`src/rtl/general_clock_divider_pkg.sv`:
```
`default_nettype none
// ============================================================================
//  Module      : general_clock_divider_pkg
//  Description : Shared types and helpers for the programmable clock divider.
//  Revision    : 1.0 - initial release
// ============================================================================
package general_clock_divider_pkg;

    typedef enum logic [0:0] {
        MODE_IDLE = 1'b0,
        MODE_RUN  = 1'b1
    } div_mode_e;

    // Smallest divisor that produces a clock; 0 and 1 park the output low.
    localparam int unsigned c_MIN_DIV = 2;

    function automatic div_mode_e mode_of(input logic [31:0] div);
        return (div >= c_MIN_DIV) ? MODE_RUN : MODE_IDLE;
    endfunction

endpackage
`default_nettype wire

```
`src/rtl/general_clock_divider_mod_n_counter.sv`:
```
`default_nettype none
// ============================================================================
//  Module      : mod_n_counter
//  Description : Counts 0..N-1 with terminal-count flag and synchronous clear.
//  Revision    : 1.0 - initial release
// ============================================================================
module mod_n_counter #(
    parameter int WIDTH = 4
) (
    input  logic             clk,
    input  logic             rst,
    input  logic             i_clr,
    input  logic             i_en,
    input  logic [WIDTH-1:0] i_modulus,
    output logic [WIDTH-1:0] o_count,
    output logic             o_tc
);

    logic [WIDTH-1:0] r_count;
    logic [WIDTH-1:0] w_last;

    assign w_last  = i_modulus - WIDTH'(1);
    assign o_tc    = i_en && (r_count == w_last);
    assign o_count = r_count;

    always_ff @(posedge clk) begin
        if (rst || i_clr) begin
            r_count <= '0;
        end else if (i_en) begin
            r_count <= o_tc ? '0 : r_count + WIDTH'(1);
        end
    end

endmodule
`default_nettype wire

```
`src/rtl/general_clock_divider.sv`:
```
`default_nettype none
// ============================================================================
//  Module      : general_clock_divider
//  Description : Programmable integer clock divider with registered output.
//  Revision    : 1.0 - initial release
// ============================================================================
module general_clock_divider
    import general_clock_divider_pkg::*;
#(
    parameter int WIDTH = 4
) (
    input  logic             clk,
    input  logic             rst,
    input  logic             ld_en_n,
    input  logic [WIDTH-1:0] data_in,
    output logic             clk_out
);

    logic [WIDTH-1:0] r_div_pend;
    logic [WIDTH-1:0] r_div_act;
    logic             r_clk_out;

    logic [WIDTH-1:0] w_cnt;
    logic             w_tc;
    div_mode_e        w_mode;
    div_mode_e        w_pend_mode;
    logic [WIDTH:0]   w_half;
    logic [WIDTH:0]   w_cnt_inc;
    logic [WIDTH-1:0] w_div_act_nxt;
    logic             w_clk_out_nxt;

    assign w_mode      = mode_of(32'(r_div_act));
    assign w_pend_mode = mode_of(32'(r_div_pend));

    // One extra bit so that ceil(N/2) stays correct for the largest divisor.
    assign w_half    = ({1'b0, r_div_act} + (WIDTH+1)'(1)) >> 1;
    assign w_cnt_inc = {1'b0, w_cnt} + (WIDTH+1)'(1);

    mod_n_counter #(
        .WIDTH (WIDTH)
    ) u_counter (
        .clk       (clk),
        .rst       (rst),
        .i_clr     (w_mode == MODE_IDLE),
        .i_en      (w_mode == MODE_RUN),
        .i_modulus (r_div_act),
        .o_count   (w_cnt),
        .o_tc      (w_tc)
    );

    always_comb begin
        w_div_act_nxt = r_div_act;
        w_clk_out_nxt = 1'b0;
        case (w_mode)
            MODE_IDLE: begin
                if (w_pend_mode == MODE_RUN) begin
                    w_div_act_nxt = r_div_pend;
                    w_clk_out_nxt = 1'b1;
                end
            end
            MODE_RUN: begin
                // The pending divisor is only adopted at a period boundary.
                if (w_tc) begin
                    w_div_act_nxt = r_div_pend;
                    w_clk_out_nxt = (w_pend_mode == MODE_RUN);
                end else begin
                    w_clk_out_nxt = (w_cnt_inc < w_half);
                end
            end
            default: begin
                w_div_act_nxt = r_div_act;
                w_clk_out_nxt = 1'b0;
            end
        endcase
    end

    always_ff @(posedge clk) begin
        if (rst) begin
            r_div_pend <= '0;
            r_div_act  <= '0;
            r_clk_out  <= 1'b0;
        end else begin
            if (!ld_en_n) begin
                r_div_pend <= data_in;
            end
            r_div_act <= w_div_act_nxt;
            r_clk_out <= w_clk_out_nxt;
        end
    end

    assign clk_out = r_clk_out;

endmodule
`default_nettype wire

```
`config.mk`:
```
export PLATFORM = sky130hd
export DESIGN_NAME = general_clock_divider
export DESIGN_NICKNAME = d
export VERILOG_FILES = /design/src/rtl/general_clock_divider_pkg.sv /design/src/rtl/general_clock_divider_mod_n_counter.sv /design/src/rtl/general_clock_divider.sv
export SDC_FILE = /design/constraint.sdc
export NUM_CORES = 1
export LEC_CHECK = 0
export BUFFER_PORTS_ARGS = -buffer_cell sky130_fd_sc_hd__buf_2
export CAP_MARGIN = 20
export CORE_MARGIN = 2
export CORE_UTILIZATION = 59
export CTS_BUF_LIST = sky130_fd_sc_hd__clkbuf_8
export DETAILED_ROUTE_END_ITERATION = 8
export PLACE_DENSITY = 0.8
export REMOVE_ABC_BUFFERS = 1
export SKIP_LAST_GASP = 1
export SLEW_MARGIN = 10
export SYNTH_ARGS = -nofsm -noshare
export SYNTH_HDL_FRONTEND = slang
export SYNTH_HIERARCHICAL = 1
export SYNTH_SLANG_ARGS = --single-unit
```
`constraint.sdc`:
```
create_clock -name clk -period 2.8 [get_ports clk]
set_clock_uncertainty 0.15 [all_clocks]
set_input_delay 0.42 -clock clk [delete_from_list [all_inputs] [get_ports clk]]
set_output_delay 0.42 -clock clk [all_outputs]
set_load 0.005 [all_outputs]
```
==> results of run 1 <==
[critical path, cell delays in order (launching register included)]
cell and delay [ns]:
dfxtp_1 0.43, inv_1 0.07, ha_1 0.23, nor4_4 0.27, inv_1 0.20, and3_1 0.25
and3_2 0.25, nor2_1 0.28, mux2i_1 0.23, nor2_1 0.05
[metrics by stage]
step | instances | hold WS [ns] | utilization, % | total power, W
2_1_floorplan | 83 | 0.301 | - | 0.000272
3_3_place_gp | 105 | 0.331 | 65.6 | 0.000291
3_5_place_dp | 105 | 0.337 | 65.6 | 0.000296
4_1_cts | 109 | 0.256 | 69.1 | 0.000461
5_1_grt | 109 | 0.269 | 69.1 | 0.000479
6_report | 109 | 0.254 | 69.1 | 0.000459
[report_power, final]
group          total [W]  switching, W  internal (W)  leakage (nW)
sequential      0.000209     0.0000136      0.000195         0.106
clock           0.000167     0.0000700     0.0000970        0.0269
combinational  0.0000835     0.0000453     0.0000383         0.273
[flip-flops by register name, summed over array words and instances, names as in the netlist]
signal,flops
r_div_act,4
u_counter/o_count,4
clk_out,1
r_div_pend,4
[layout make-up]
class                   count  area (sq um)  share of cell area [%]
flip-flops and latches     13           260                    29.3
well taps                  15          18.8                    2.11
multi-input cells          66           514                    57.9
repair buffers              7          35.0                    3.94
clock inverters             1          3.75                   0.423
inverters                   4          15.0                    1.69
clock buffers               3          41.3                    4.65
[kinds of logic (layout without fill, tap and decap cells)]
kind of cell | Yosys count | in the layout | synth area share, %
DFF | 13 | 13 | 32.5
xor gates and xnor gates | 12 | 12 | 13.1
buffers and inverters | 6 | 15 | 3.28
AOI/OAI and AO/OA | 13 | 13 | 10.8
adders and majority gates | 8 | 8 | 12.5
muxes | 8 | 8 | 10.0
and+or+nand+nor | 25 | 25 | 17.8
[cell usage in the layout (no fill, tap or decap)]
cell type   n
clkbuf_8    3
nand2b_1    3
or3b_1      1
or2_1       1
nor2_1      8
o21ai_0     4
nand3_1     3
a31oi_1     1
ha_1        8
buf_2       7
a311oi_1    4
xnor2_1     4
nor4_4      1
a21oi_1     2
o211ai_1    1
nand4_1     1
inv_1       5
a211oi_1    1
mux2i_1     8
and3_2      1
or3_1       1
and3_1      1
dfxtp_1    13
nand2_1     3
xor2_1      8
nor3_1      1
[metal layers]
layer,GRT usage (%),vias up
met3,6.52,4
met1,27.5,297
li1,-,321
met2,36.7,21
met5,0,-
met4,10.0,0
[how the worst max path moves through the flow]
| stage | endpoint | start | slack (ns) |
|---|---|---|---|
| 6_report | r_div_act[3] | r_div_act[0] | 0.28 |
| 5_1_grt | r_div_act[3] | r_div_act[0] | 0.09 |
| 4_1_cts | r_div_act[3] | r_div_act[0] | 0.30 |
| 3_5_place_dp | r_div_act[3] | r_div_act[0] | 0.33 |
| 3_3_place_gp | r_div_act[3] | r_div_act[0] | 0.43 |
| 2_1_floorplan | r_div_act[3] | r_div_act[0] | 0.59 |
==> results_dict.tcl, run 1 <==
set metrics [dict create \
    status "completed" \
    wl_mm 1.54 \
    dp_hpwl_mm 1.13 \
    root_buffer "clkbuf_8" \
    syn-cell-area_sq_um 801 \
    synth.distinct_cells 26 \
    port_buffers 7 \
    syn_avg_cell_area_sq_um 9.42 \
    h-tree-depth 1 \
    hold_buffers 0 \
    dpl_worst_slack_ns 0.326 \
    dr.pass1.iters 4 \
    clock_latency_ns 0.25 \
    finalCritPeriodShare_pct 90.1 \
    routed-wl-met2_um 691 \
    cp-end-kind "flip-flop" \
    synth-seq-cells 13 \
    hold_viol 0 \
    criticalPathCategory "flip-flop to flip-flop" \
    tightest_slew_ns 0.378 \
    grt_pass1_wl_mm 2.35 \
    slew-limit-headroom_pct 74.6 \
    worstSetupStartpointType "flip-flop" \
    cts.sinks 13 \
    m1WireLength_um 728 \
    rows 13 \
    setup_ws_ns 0.278 \
    yosys_warnings 6 \
    worstPathMaxFanout 7 \
    min_path_cells 3 \
    core-area_sq_um 1280 \
    worstPathRequired_ns 2.79 \
    power.density_nw_per_um2 517 \
    start_util_pct 62.3 \
    dpl_cell_area_sq_um 843 \
    syn2layout_area_growth_pct 10.9 \
    synth.top_cells.by_area "dfxtp_1 33%, ha_1 13%, mux2i_1 10%" \
    arrival_ns 2.51 \
    synthFlopType "dfxtp_1" \
    antenna_cells 0 \
    tritoncts "yes" \
    reg2reg_to "r_div_act[3]" \
    period_needed_ns 2.52 \
    overflow 0 \
    drt-initial-drc-count 7 \
    power.leakage_nw 0.406 \
    max_freq_mhz 396 \
    yosysMostFrequentCell "dfxtp_1" \
    antenna_found_initial 0 \
    syn_inst 85 \
    grt_usage_pct 22.7 \
    cts_resized 0 \
    tns_ns 0 \
    vdd_drop_max_mv 0.342 \
    min_delay_worst_endpoint "r_div_pend[3]" \
    clkTransAtPathRegs_ns 0.06 \
    wl_met3_um 93 \
    r2r_slack_ns 0.28 \
    cts.path.max_buffers 2 \
    holdCritStartpoint "data_in[3]" \
    ant_nets 0 \
    synth_edf_count 0 \
    finalNetCount 110 \
    final_area_sq_um 888 \
    grt_max_degree 12 \
    fill_cells 107 \
    die_h_um 40.8 \
    setup_viol 0 \
    drc 0 \
    yosys.area.top_type "dfxtp_1" \
    cts_buffers 3 \
    gp_congestion 0.851 \
    cts_setup_buffers 0 \
    dr_total_vias 643 \
    synth_seq_area_share_pct 32.5 \
    io_pins 8 \
    wl_per_cell_um 14.1 \
    rsz0062_at_grt "no" \
    grt_pass1_vias 547 \
    reg2reg_depth 9 \
    vias_per_cell 5.90 \
    hp-class "input port to flip-flop" \
    die_w_um 40.8 \
    max_cap_viol_count 0 \
    top_layer_used "met4" \
    synth_top_area_share_pct 32.5 \
    synth_common_cells "13 x dfxtp_1, 8 x ha_1, 8 x mux2i_1, 8 x nor2_1, 8 x xor2_1" \
    r2r_start "r_div_act[0]" \
    drv_slew 0 \
    async_flop_share_pct 0 \
    dieArea_sq_um 1670 \
    drive_gt1_share_pct 12.8 \
]
Power figures use the tool's default switching activity.
==> inputs of run 2 (changes only) <==
CORE_UTILIZATION = 60   (was 59)
PLACE_DENSITY = 0.84   (was 0.8)
SETUP_SLACK_MARGIN = 0.15   (was not set)
clock period = 3 ns   (was 2.8 ns; I/O delays follow)
==> results_dict.tcl, run 2 (same netlist as run 1, synthesis figures left out) <==
set metrics [dict create \
    root_buffer "clkbuf_8" \
    tightest_slew_ns 0.380 \
    h-tree-depth 1 \
    worstSetupStartpointType "flip-flop" \
    power.density_nw_per_um2 478 \
    period_needed_ns 2.48 \
    cts.path.max_buffers 2 \
    core-area_sq_um 1270 \
    drv_slew 0 \
    critical-path-top-delay-family "simple AND/OR/NAND/NOR gates" \
    finalNetCount 110 \
    rows 13 \
    wl_mm 1.56 \
    overflow 0 \
    rsz0062_at_grt "no" \
    grt_usage_pct 23.0 \
    hold_viol 0 \
    cts_setup_buffers 0 \
    syn2layout_area_growth_pct 10.9 \
    dr_total_vias 625 \
    io_pins 8 \
    worstPathRequired_ns 2.98 \
    status "completed" \
    wl_per_cell_um 14.3 \
    drt-initial-drc-count 14 \
    slew-limit-headroom_pct 74.5 \
    vias_per_cell 5.73 \
    r2r_start "r_div_act[0]" \
    cts.sinks 13 \
    drc 0 \
    start_util_pct 63.1 \
    r2r_slack_ns 0.52 \
    gp_congestion 0.773 \
    dr.pass1.iters 4 \
    die_h_um 40.5 \
    port_buffers 7 \
    max_freq_mhz 403 \
    fill_cells 106 \
    antenna_found_initial 0 \
    dp_hpwl_mm 1.16 \
    ant_nets 0 \
    final_core_util_pct 70.0 \
    max_cap_viol_count 0 \
    arrival_ns 2.46 \
    cts_buffers 3 \
    dieArea_sq_um 1640 \
    antenna_cells 0 \
    grt_pass1_vias 534 \
    layout_common_cells "13 x dfxtp_1, 8 x xor2_1, 8 x mux2i_1, 8 x nor2_1, 8 x ha_1" \
    crit_start "r_div_act[0]" \
    tritoncts "yes" \
    worstPathMaxFanout 7 \
    crit_path_max_incr_delay_ns 0.45 \
    crit_cells 9 \
    crit_path_cell_trace "inv_1 -> ha_1 -> nor4_4 -> inv_1 -> and3_1 -> and3_2 -> nor2_1 -> mux2i_1 -> nor2_1" \
    grt_max_degree 12 \
    cts_resized 0 \
    reg2reg_depth 9 \
    clock_latency_ns 0.24 \
    finalCritPeriodShare_pct 82.8 \
    power.leakage_nw 0.406 \
    grt_pass1_wl_mm 2.30 \
    setup_viol 0 \
    endpoint "r_div_act[3]" \
    slowest_stage "dfxtp_1" \
    mostFrequentLayoutCell "dfxtp_1" \
    path_buf_inv 2 \
    hp-class "input port to flip-flop" \
    reg2reg_to "r_div_act[3]" \
    tns_ns 0 \
    criticalPathCategory "flip-flop to flip-flop" \
    drive_gt1_share_pct 12.8 \
    hold_buffers 0 \
    die_w_um 40.5 \
    clkTransAtPathRegs_ns 0.05 \
    cp-end-kind "flip-flop" \
    vdd_drop_max_mv 0.290 \
]
-- run 2: worst reg2reg max path, stage by stage (launching register included) --
cell     delay [ns]
dfxtp_1        0.45
inv_1          0.08
ha_1           0.23
nor4_4         0.27
inv_1          0.20
and3_1         0.23
and3_2         0.24
nor2_1         0.25
mux2i_1        0.22
nor2_1         0.05
-- run 2: area by class of cell --
cell class	count	area (sq um)	area share (%)
timing repair buffer	7	35.0	3.94
inverter	4	15.0	1.69
sequential	13	260	29.3
tap	15	18.8	2.11
clock inverter	1	3.75	0.423
clock buffer	3	41.3	4.65
multi-input combinational	66	514	57.9
-- run 2: worst min-delay path by stage --
stage                          endpoint  slack (ns)  cells past startpoint          start
after global placement    r_div_pend[0]        0.33                      2  r_div_pend[0]
after floorplan            r_div_act[2]        0.30                      2  r_div_pend[2]
after CTS                 r_div_pend[0]        0.29                      3     data_in[0]
after global routing      r_div_pend[0]        0.30                      3     data_in[0]
after detailed placement  r_div_pend[0]        0.35                      2  r_div_pend[0]
final                     r_div_pend[3]        0.30                      3     data_in[3]
-- run 2: metal layers --
| layer | track usage [%] | up-vias | share of wire [%] |
|---|---|---|---|
| met5 | 0 | - | 0 |
| met4 | 17.5 | 0 | 1.3 |
| met3 | 3.33 | 2 | 3.5 |
| met2 | 40.5 | 15 | 50 |
| met1 | 24.1 | 287 | 45 |
| li1 | - | 321 | - |
-- run 2: per-stage QoR --
| step | std cells | area [sq um] | power, W | hold slack (ns) | setup slack [ns] |
|---|---|---|---|---|---|
| after global placement | 105 | 843 | 0.000271 | 0.331 | 0.646 |
| after detailed placement | 105 | 843 | 0.000275 | 0.348 | 0.563 |
| after CTS | 109 | 888 | 0.000429 | 0.288 | 0.535 |
| after floorplan | 83 | 790 | 0.000253 | 0.301 | 0.790 |
| final | 109 | 888 | 0.000425 | 0.296 | 0.517 |
| after global routing | 109 | 888 | 0.000448 | 0.303 | 0.302 |
-- run 2: power breakdown --
group | total, W | internal, W | switching [W]
sequential | 0.000195 | 0.000182 | 0.0000131
combinational | 0.0000779 | 0.0000356 | 0.0000422
clock | 0.000151 | 0.0000903 | 0.0000611
total | 0.000425 | 0.000308 | 0.000116
